<file path="src/rtl/rxuart_param.sv">
// Parametrised UART receiver: configurable data width, parity and stop bits.
// Define RXUART_MAJORITY_EN for 2-of-3 majority sampling around mid-bit.
module rxuart_param #(
    parameter int CLKS_PER_BAUD = 2604,
    parameter int DATA_BITS     = 8,
    parameter int PARITY        = 0,
    parameter int STOP_BITS     = 1
) (
    input  logic                 i_clk,
    input  logic                 i_rst_n,
    input  logic                 i_uart_rx,
    output logic [DATA_BITS-1:0] o_rx_data,
    output logic                 o_rx_valid,
    output logic                 o_parity_err,
    output logic                 o_frame_err,
    output logic                 o_break,
    output logic                 o_busy
);

    localparam logic [31:0] HALF = 32'((CLKS_PER_BAUD - 1) / 2);
    localparam logic [31:0] LAST = 32'(CLKS_PER_BAUD - 1);
`ifdef RXUART_MAJORITY_EN
    localparam logic [31:0] DECIDE = HALF + 32'd1;
`else
    localparam logic [31:0] DECIDE = HALF;
`endif

    typedef enum logic [2:0] {
        S_IDLE,
        S_START,
        S_DATA,
        S_PARITY,
        S_STOP,
        S_WAIT_HIGH
    } state_t;

    logic [1:0]           sync_q;
    state_t               state_q, state_d;
    logic [31:0]          cnt_q, cnt_d;
    logic [3:0]           bit_q, bit_d;
    logic [DATA_BITS-1:0] shift_q, shift_d;
    logic                 par_q, par_d;
    logic                 ones_q, ones_d;
    logic                 ferr_q, ferr_d;
    logic [DATA_BITS-1:0] data_q, data_d;
    logic                 valid_q, valid_d;
    logic                 perr_q, perr_d;
    logic                 frame_q, frame_d;
    logic                 brk_q, brk_d;
    logic                 rx_s;
    logic                 smp;
    logic                 ferr_now;
    logic                 ones_now;

    assign rx_s = sync_q[1];

`ifdef RXUART_MAJORITY_EN
    // hist_q[0] is rx_s one cycle ago, hist_q[1] two cycles ago.
    logic [1:0] hist_q;

    always_ff @(posedge i_clk or negedge i_rst_n) begin
        if (!i_rst_n) hist_q <= 2'b11;
        else          hist_q <= {hist_q[0], rx_s};
    end

    assign smp = (hist_q[1] & hist_q[0]) |
                 (hist_q[1] & rx_s) |
                 (hist_q[0] & rx_s);
`else
    assign smp = rx_s;
`endif

    always_comb begin
        state_d  = state_q;
        cnt_d    = cnt_q + 32'd1;
        bit_d    = bit_q;
        shift_d  = shift_q;
        par_d    = par_q;
        ones_d   = ones_q;
        ferr_d   = ferr_q;
        data_d   = data_q;
        valid_d  = 1'b0;
        perr_d   = perr_q;
        frame_d  = frame_q;
        brk_d    = brk_q;
        ferr_now = ferr_q | ~smp;
        ones_now = ones_q | smp;
        unique case (state_q)
            S_IDLE: begin
                cnt_d = '0;
                if (!rx_s) state_d = S_START;
            end
            S_START: begin
                if (cnt_q == DECIDE) begin
                    cnt_d = '0;
                    if (!smp) begin
                        state_d = S_DATA;
                        bit_d   = '0;
                        ones_d  = 1'b0;
                        ferr_d  = 1'b0;
                        par_d   = 1'b0;
                    end else begin
                        state_d = S_IDLE;
                    end
                end
            end
            S_DATA: begin
                if (cnt_q == LAST) begin
                    cnt_d   = '0;
                    shift_d = {smp, shift_q[DATA_BITS-1:1]};
                    ones_d  = ones_now;
                    bit_d   = bit_q + 4'd1;
                    if (bit_q == 4'(DATA_BITS - 1)) begin
                        bit_d   = '0;
                        state_d = (PARITY != 0) ? S_PARITY : S_STOP;
                    end
                end
            end
            S_PARITY: begin
                if (cnt_q == LAST) begin
                    cnt_d   = '0;
                    par_d   = smp;
                    ones_d  = ones_now;
                    state_d = S_STOP;
                end
            end
            S_STOP: begin
                if (cnt_q == LAST) begin
                    cnt_d = '0;
                    if (bit_q == 4'(STOP_BITS - 1)) begin
                        data_d  = shift_q;
                        valid_d = 1'b1;
                        frame_d = ferr_now;
                        brk_d   = ~ones_now;
                        if (PARITY == 1)      perr_d = ~(^shift_q ^ par_q);
                        else if (PARITY == 2) perr_d = ^shift_q ^ par_q;
                        else                  perr_d = 1'b0;
                        // A low stop bit must see the line rise before re-arming.
                        state_d = smp ? S_IDLE : S_WAIT_HIGH;
                    end else begin
                        bit_d  = bit_q + 4'd1;
                        ferr_d = ferr_now;
                        ones_d = ones_now;
                    end
                end
            end
            S_WAIT_HIGH: begin
                cnt_d = '0;
                if (rx_s) state_d = S_IDLE;
            end
            default: begin
                cnt_d   = '0;
                state_d = S_IDLE;
            end
        endcase
    end

    always_ff @(posedge i_clk or negedge i_rst_n) begin
        if (!i_rst_n) begin
            sync_q  <= 2'b11;
            state_q <= S_IDLE;
            cnt_q   <= '0;
            bit_q   <= '0;
            shift_q <= '0;
            par_q   <= 1'b0;
            ones_q  <= 1'b0;
            ferr_q  <= 1'b0;
            data_q  <= '0;
            valid_q <= 1'b0;
            perr_q  <= 1'b0;
            frame_q <= 1'b0;
            brk_q   <= 1'b0;
        end else begin
            sync_q  <= {sync_q[0], i_uart_rx};
            state_q <= state_d;
            cnt_q   <= cnt_d;
            bit_q   <= bit_d;
            shift_q <= shift_d;
            par_q   <= par_d;
            ones_q  <= ones_d;
            ferr_q  <= ferr_d;
            data_q  <= data_d;
            valid_q <= valid_d;
            perr_q  <= perr_d;
            frame_q <= frame_d;
            brk_q   <= brk_d;
        end
    end

    assign o_rx_data    = data_q;
    assign o_rx_valid   = valid_q;
    assign o_parity_err = perr_q;
    assign o_frame_err  = frame_q;
    assign o_break      = brk_q;
    assign o_busy       = (state_q != S_IDLE);

endmodule

</file>
<file path="config.mk">
export PLATFORM = sky130hd
export DESIGN_NAME = rxuart_param
export DESIGN_NICKNAME = d
export VERILOG_FILES = /design/src/rtl/rxuart_param.sv
export SDC_FILE = /design/constraint.sdc
export NUM_CORES = 1
export LEC_CHECK = 0
export ABC_AREA = 1
export CAP_MARGIN = 20
export CORE_ASPECT_RATIO = 1.2
export CORE_MARGIN = 1.5
export CORE_UTILIZATION = 57
export CTS_CLUSTER_SIZE = 24
export DETAILED_ROUTE_END_ITERATION = 12
export GPL_ROUTABILITY_DRIVEN = 1
export MAX_ROUTING_LAYER = met4
export PLACE_DENSITY = 0.76
export SLEW_MARGIN = 20
export SYNTH_ARGS = -nofsm -noshare
export SYNTH_HDL_FRONTEND = slang
export SYNTH_SLANG_ARGS = --single-unit
</file>
<file path="constraint.sdc">
create_clock -name i_clk -period 2 [get_ports i_clk]
set_input_delay 0.3 -clock i_clk [delete_from_list [all_inputs] [get_ports i_clk]]
set_output_delay 0.3 -clock i_clk [all_outputs]
set_load 0.03 [all_outputs]
</file>
# Yosys cells after proc, flatten, opt, wreduce, memory -nomap -nowiden
# Cells that the tools add are included.
classes:
  div_mod_pow: 0
  n_bitwise: 4
  shifts: 0
  n_addsub: 2
  n_reduce_logical: 14
  eq_ne: 19
  n_lt_le_gt_ge: 0
  muxes: 33
  n_mul: 0
ops:
  columns: ["op", "n"]
  rows:
  - ["2-to-1 mux 32 bit", 2]
  - ["case mux 32 bit (2 select lines)", 1]
  - ["adder 32 x 1 -> 32 bit (second input constant)", 1]
  - ["== test 32 x 11 -> 1 bit (second input constant)", 1]
  - ["== test 32 x 12 -> 1 bit (second input constant)", 1]
  - ["2-to-1 mux 3 bit", 9]
  - ["2-to-1 mux 4 bit", 6]
  - ["inequality test 2 bit (second input constant)", 10]
  - ["case mux 3 bit (6 select lines)", 1]
  - ["case mux 4 bit (3 select lines)", 1]
  - ["AND reduction 6 bit", 2]
  - ["2-to-1 mux 1 bit", 10]
  - ["nonzero test 3 bit", 3]
  - ["AND reduction 8 bit", 1]
  - ["== test 3 x 2 -> 1 bit (second input constant)", 2]
  - ["== test 3 bit (second input constant)", 2]
  - ["AND reduction 5 bit", 1]
  - ["adder 4 x 1 -> 4 bit (second input constant)", 1]
  - ["== test 4 x 3 -> 1 bit (second input constant)", 1]
  - ["zero test 4 bit", 1]
  - ["== test 3 x 1 -> 1 bit (second input constant)", 1]
  - ["zero test 3 bit", 1]
  - ["case mux 1 bit (3 select lines)", 1]
  - ["AND reduction 3 bit", 1]
  - ["other kinds (9)", 11]
word_totals:
  elab_cells: 83
  rom_bits: 0
  latch_bits: 0
  out_inout_bits: 13
  reg_bits: 62
  n_memories: 0
  ramBits: 0
  in_bits: 3

# Logic depth before layout (Yosys ltp)
logic_depth:
  word_depth: 5
  ltp_mapped: 12
  ltp_nobuf: 12

# Worst setup path after synthesis
# No wires, ideal clock.
synth_timing:
  path_kind: "reg-to-reg"
  from: "register cnt_q[0]"
  to: "register cnt_q[19]"
  synth_period_minus_slack_ps: 1562
  stages_incl_launch_ff: 11
  required_ps: 1869
  setup_ps: 131
  setup_slack_ps: 438
  path_buffers: 1
  arrival_ps: 1431
  path_cell_list: "dfrtp_1 -> ha_1 -> nand3_1 -> or2_0 -> nor2_1 -> nand2_1 -> nand2_2 -> nand2_2 -> buf_6 -> o21ai_2 -> a21oi_1"
synth_between:
  elab_chain_len: 3
  word_cells_on_any_way: 6
  classes_between: "1 x add/sub; 2 x eq/ne; 3 x mux"
synth_lines:
  columns: ["item", "line_no", "text"]
  rows:
  - ["from (decl)", "39", "logic [31:0] cnt_q, cnt_d;"]
  - ["from (signal assigned)", "176", "cnt_q <= cnt_d;"]
  - ["adder 32 x 1 -> 32 bit (tied with other cells)", "75", "cnt_d = cnt_q + 32'd1;"]
  - ["2-to-1 mux 32 bit (on tied branches)", null, null]
  - ["case mux 32 bit (2 select lines) (*)", "88", "unique case (state_q)"]
  - ["via cnt_d[19]", "39", null]
# Mark *: on every way through the listed nets, which the timed path passes. The rest lies on a longest branch.
# A chain may end at the register's enable or synchronous reset.

# Worst setup path after layout
layout_timing:
  from: "register cnt_q[0]"
  to: "register cnt_q[31]"
# Same word-level chain as after synthesis.

==> flow_summary.toml <==
[floorplanning]
die_y_microns = 89.6
fp.coreArea_sq_um = 6050
rows = 31
pin_count = 16
start_util_pct = 58.9
die_area_sq_um = 6740
fp.dieW_microns = 75.2

[synthesis]
synthTopCellsByArea = "dfrtp_1, nand2_1, inv_1"
synth_nets = 476
seq_area_frac_synth_pct = 43.6
synthFlopType = "dfrtp_1"
avgSynthCellArea_sq_um = 7.60
yosysMostFrequentCell = "nand2_1"
async_reset_ff_share_pct = 100
synth_seq_cells = 62
synth_area_sq_um = 3560
synth.distinct_cells = 37
synth_edf_count = 0
synthCells = 469
ys_warn_count = 0
synthTopCellsByCount = "nand2_1, inv_1, dfrtp_1, nor2_1, a21oi_1"
yosysTopAreaCell = "dfrtp_1"
synth_top_area_share_pct = 42.1

[clock_network]
cts_sinks = 62
clkLatencyLatePin_ns = 0.35
cts_setup_buffers = 0
cts_buffer_depth = 2
tritoncts = "built"
clk_pin_slew_ns = 0.07
numCtsBuffers = 9
cts-root-buf = "clkbuf_8"
htree_levels = 3

[placed_design]
portBuffers = 14
gp_congestion = 0.937
detailed_place.area_sq_um = 3830
dp.final_hpwl_microns = 5460
dp_slack_ns = 0.181
place_inst = 566

[global_route]
grt_use_met2_pct = 40.8
overflow = 0
grt_max_degree = 43
grt_use_met3_pct = 5.80
grtUsageTotal_pct = 25.9
met1_usage_pct = 33.0
grt_pass1_wl_microns = 12800
busiest_layer = "met2"
antenna_found_initial = 0
first_global_vias = 2858

[critical_path]
critPathLaunchType = "flop"
cp-startpoint = "cnt_q[0]"
cp.arrival_ns = 2.09
r2r_setup_slack_ns = 0.15
cpLargestDelayFamily = "simple AND/OR/NAND/NOR gates"
path_common_cell = "nand2_2"
cp_cell_sequence = "ha_1 > nand3_1 > or2_0 > nor2_1 > nand2_1 > nand2_2 > nand2_2 > and3_1"
path_depth = 8
endpoint_kind = "flop"
rr_worst_depth = 8
rr_startpoint = "cnt_q[0]"
slowest_delay_ns = 0.42
path_buf_inv = 0
cp.required_ns = 2.24
cp_slowest_cell = "dfrtp_1"
r2r_end = "cnt_q[31]"
cp-endpoint = "cnt_q[31]"
crit_type = "flop to flop"
cp_max_fo = 13

[timing]
layout_min_cycle_time_ns = 1.85
finalWorstSetupSlack_ns = 0.149
hold_violations = 0
period_share_pct = 92.6
setup-tns-final_ns = 0
drv_slew = 0
clock_skew_ns = 0.00963
rsz0062_at_grt = "yes"
max_freq_mhz = 540
finalSetupViolCount = 0

[power_and_ir_drop]
peakVddDrop_mv = 0.479
combPwrFrac_pct = 1.8
power.share.clock_pct = 49.7
power_frac_seq_pct = 48.6
p_sw_mw = 0.605
p_int_mw = 1.99
power_density_nw_per_um2 = 636
p_sw_share_pct = 23.4
leakage_nw = 1.84

[route]
vias_per_cell = 5.22
drc_errors = 0
vias = 3044
dr.pass1.iters = 5
wl_microns = 7570
ant_nets = 0
drtIter0Drc = 182
wl_per_cell_microns = 13.0

[status]
status = "finished, final reports clean"

[final_layout]
fin_cells = 583
drive_above_1_share_pct = 14.6
syn_to_final_growth_pct = 14.4
num-nets-final = 503
fillers = 520
n_antenna_cell = 0
fin_area_sq_um = 4080

[job]
cap_viol_max_count = 0

[worst_hold_path]
hp-class = "primary input to async pin"
==> metal layers <==
layer  vias to the layer above  share of wire (%)  wire length, microns
met5                         -                  0                     0
met4                         0                1.8                   138
met3                        15                3.1                   236
met2                        58                 50                  3780
met1                      1437                 45                  3420
li1                       1534                  -                     -
==> repair_timing <==
item	4_1_cts	5_1_grt
hold buffers	1	0
endpoints found under the setup margin	0	4
endpoints found under the hold margin	60	0
resized for setup	0	2
==> how the worst min path moves through the flow <==
stage               end  slack (ns)  cells after the start
2_1_floorplan  bit_q[0]       0.004                      0
3_3_place_gp   cnt_q[3]        0.11                      1
3_5_place_dp   cnt_q[3]        0.11                      1
4_1_cts        cnt_q[3]        0.28                      2
5_1_grt        cnt_q[3]        0.31                      2
6_report       cnt_q[3]        0.28                      2
==> per-stage QoR <==
stage	utilization (%)	power (mW)	hold slack, ns
6_report	67.3	2.59	0.276
5_1_grt	67.3	2.67	0.306
4_1_cts	67.2	2.60	0.276
3_5_place_dp	63.3	1.33	0.108
3_3_place_gp	63.3	1.33	0.107
2_1_floorplan	-	1.29	0.00441
==> state kept, by name (all words and copies together) (netlist names) <==
signal       flops
sync_q           2
state_q          3
ferr_q           1
o_frame_err      1
o_rx_valid       1
o_rx_data        8
cnt_q           32
bit_q            4
ones_q           1
o_break          1
shift_q          8
==> cells in the final DEF, fill, tap and decap left out, types with 8 or more instances in the layout <==
master,instances
buf_4,8
clkbuf_8,9
clkdlybuf4s50_1,12
o21ai_1,10
o21ai_0,14
nand2_2,12
xor2_1,15
a21oi_1,31
nor2_1,53
o21ai_2,8
nand3_1,19
dfrtp_1,60
inv_1,67
nand2_1,112
==> power by group through the flow <==
stage	clock, mW	combinational, mW	sequential, mW
finish	1.29	0.0460	1.26
CTS	1.29	0.0481	1.26
detailed placement	0	0.0464	1.28
floorplan	0	0.0113	1.28
global route	1.36	0.0538	1.26
global placement	0	0.0461	1.28
==> logic make-up (layout without fill, tap and decap cells) <==
logic type                 after synthesis  count (layout)  share of synthesized area, %
AOI/OAI and AO/OA                       71              71                          11.5
xor gates and xnor gates                17              17                          4.18
adders and majority gates                4               4                          1.40
buffers and inverters                   81             113                          9.20
DFF                                     62              62                          43.6
other                                    1               1                         0.105
and+or+nand+nor                        233             233                          30.0
==> worst register-to-register path, delay by kind of cell (launching register included) <==
kind,cells,cell delay (ns)
DFF,1,0.42
adders and majority gates,1,0.26
and+or+nand+nor,7,1.07
==> layout make-up <==
| class | instances | area, sq um | area share (%) |
|---|---|---|---|
| tap | 82 | 103 | 2.52 |
| sequential | 62 | 1550 | 38.1 |
| clock inverter | 7 | 104 | 2.55 |
| inverter | 72 | 270 | 6.63 |
| multi-input combinational | 326 | 1680 | 41.3 |
| clock buffer | 9 | 124 | 3.04 |
| timing repair buffer | 25 | 239 | 5.86 |
(Power assumes the default switching activity.)
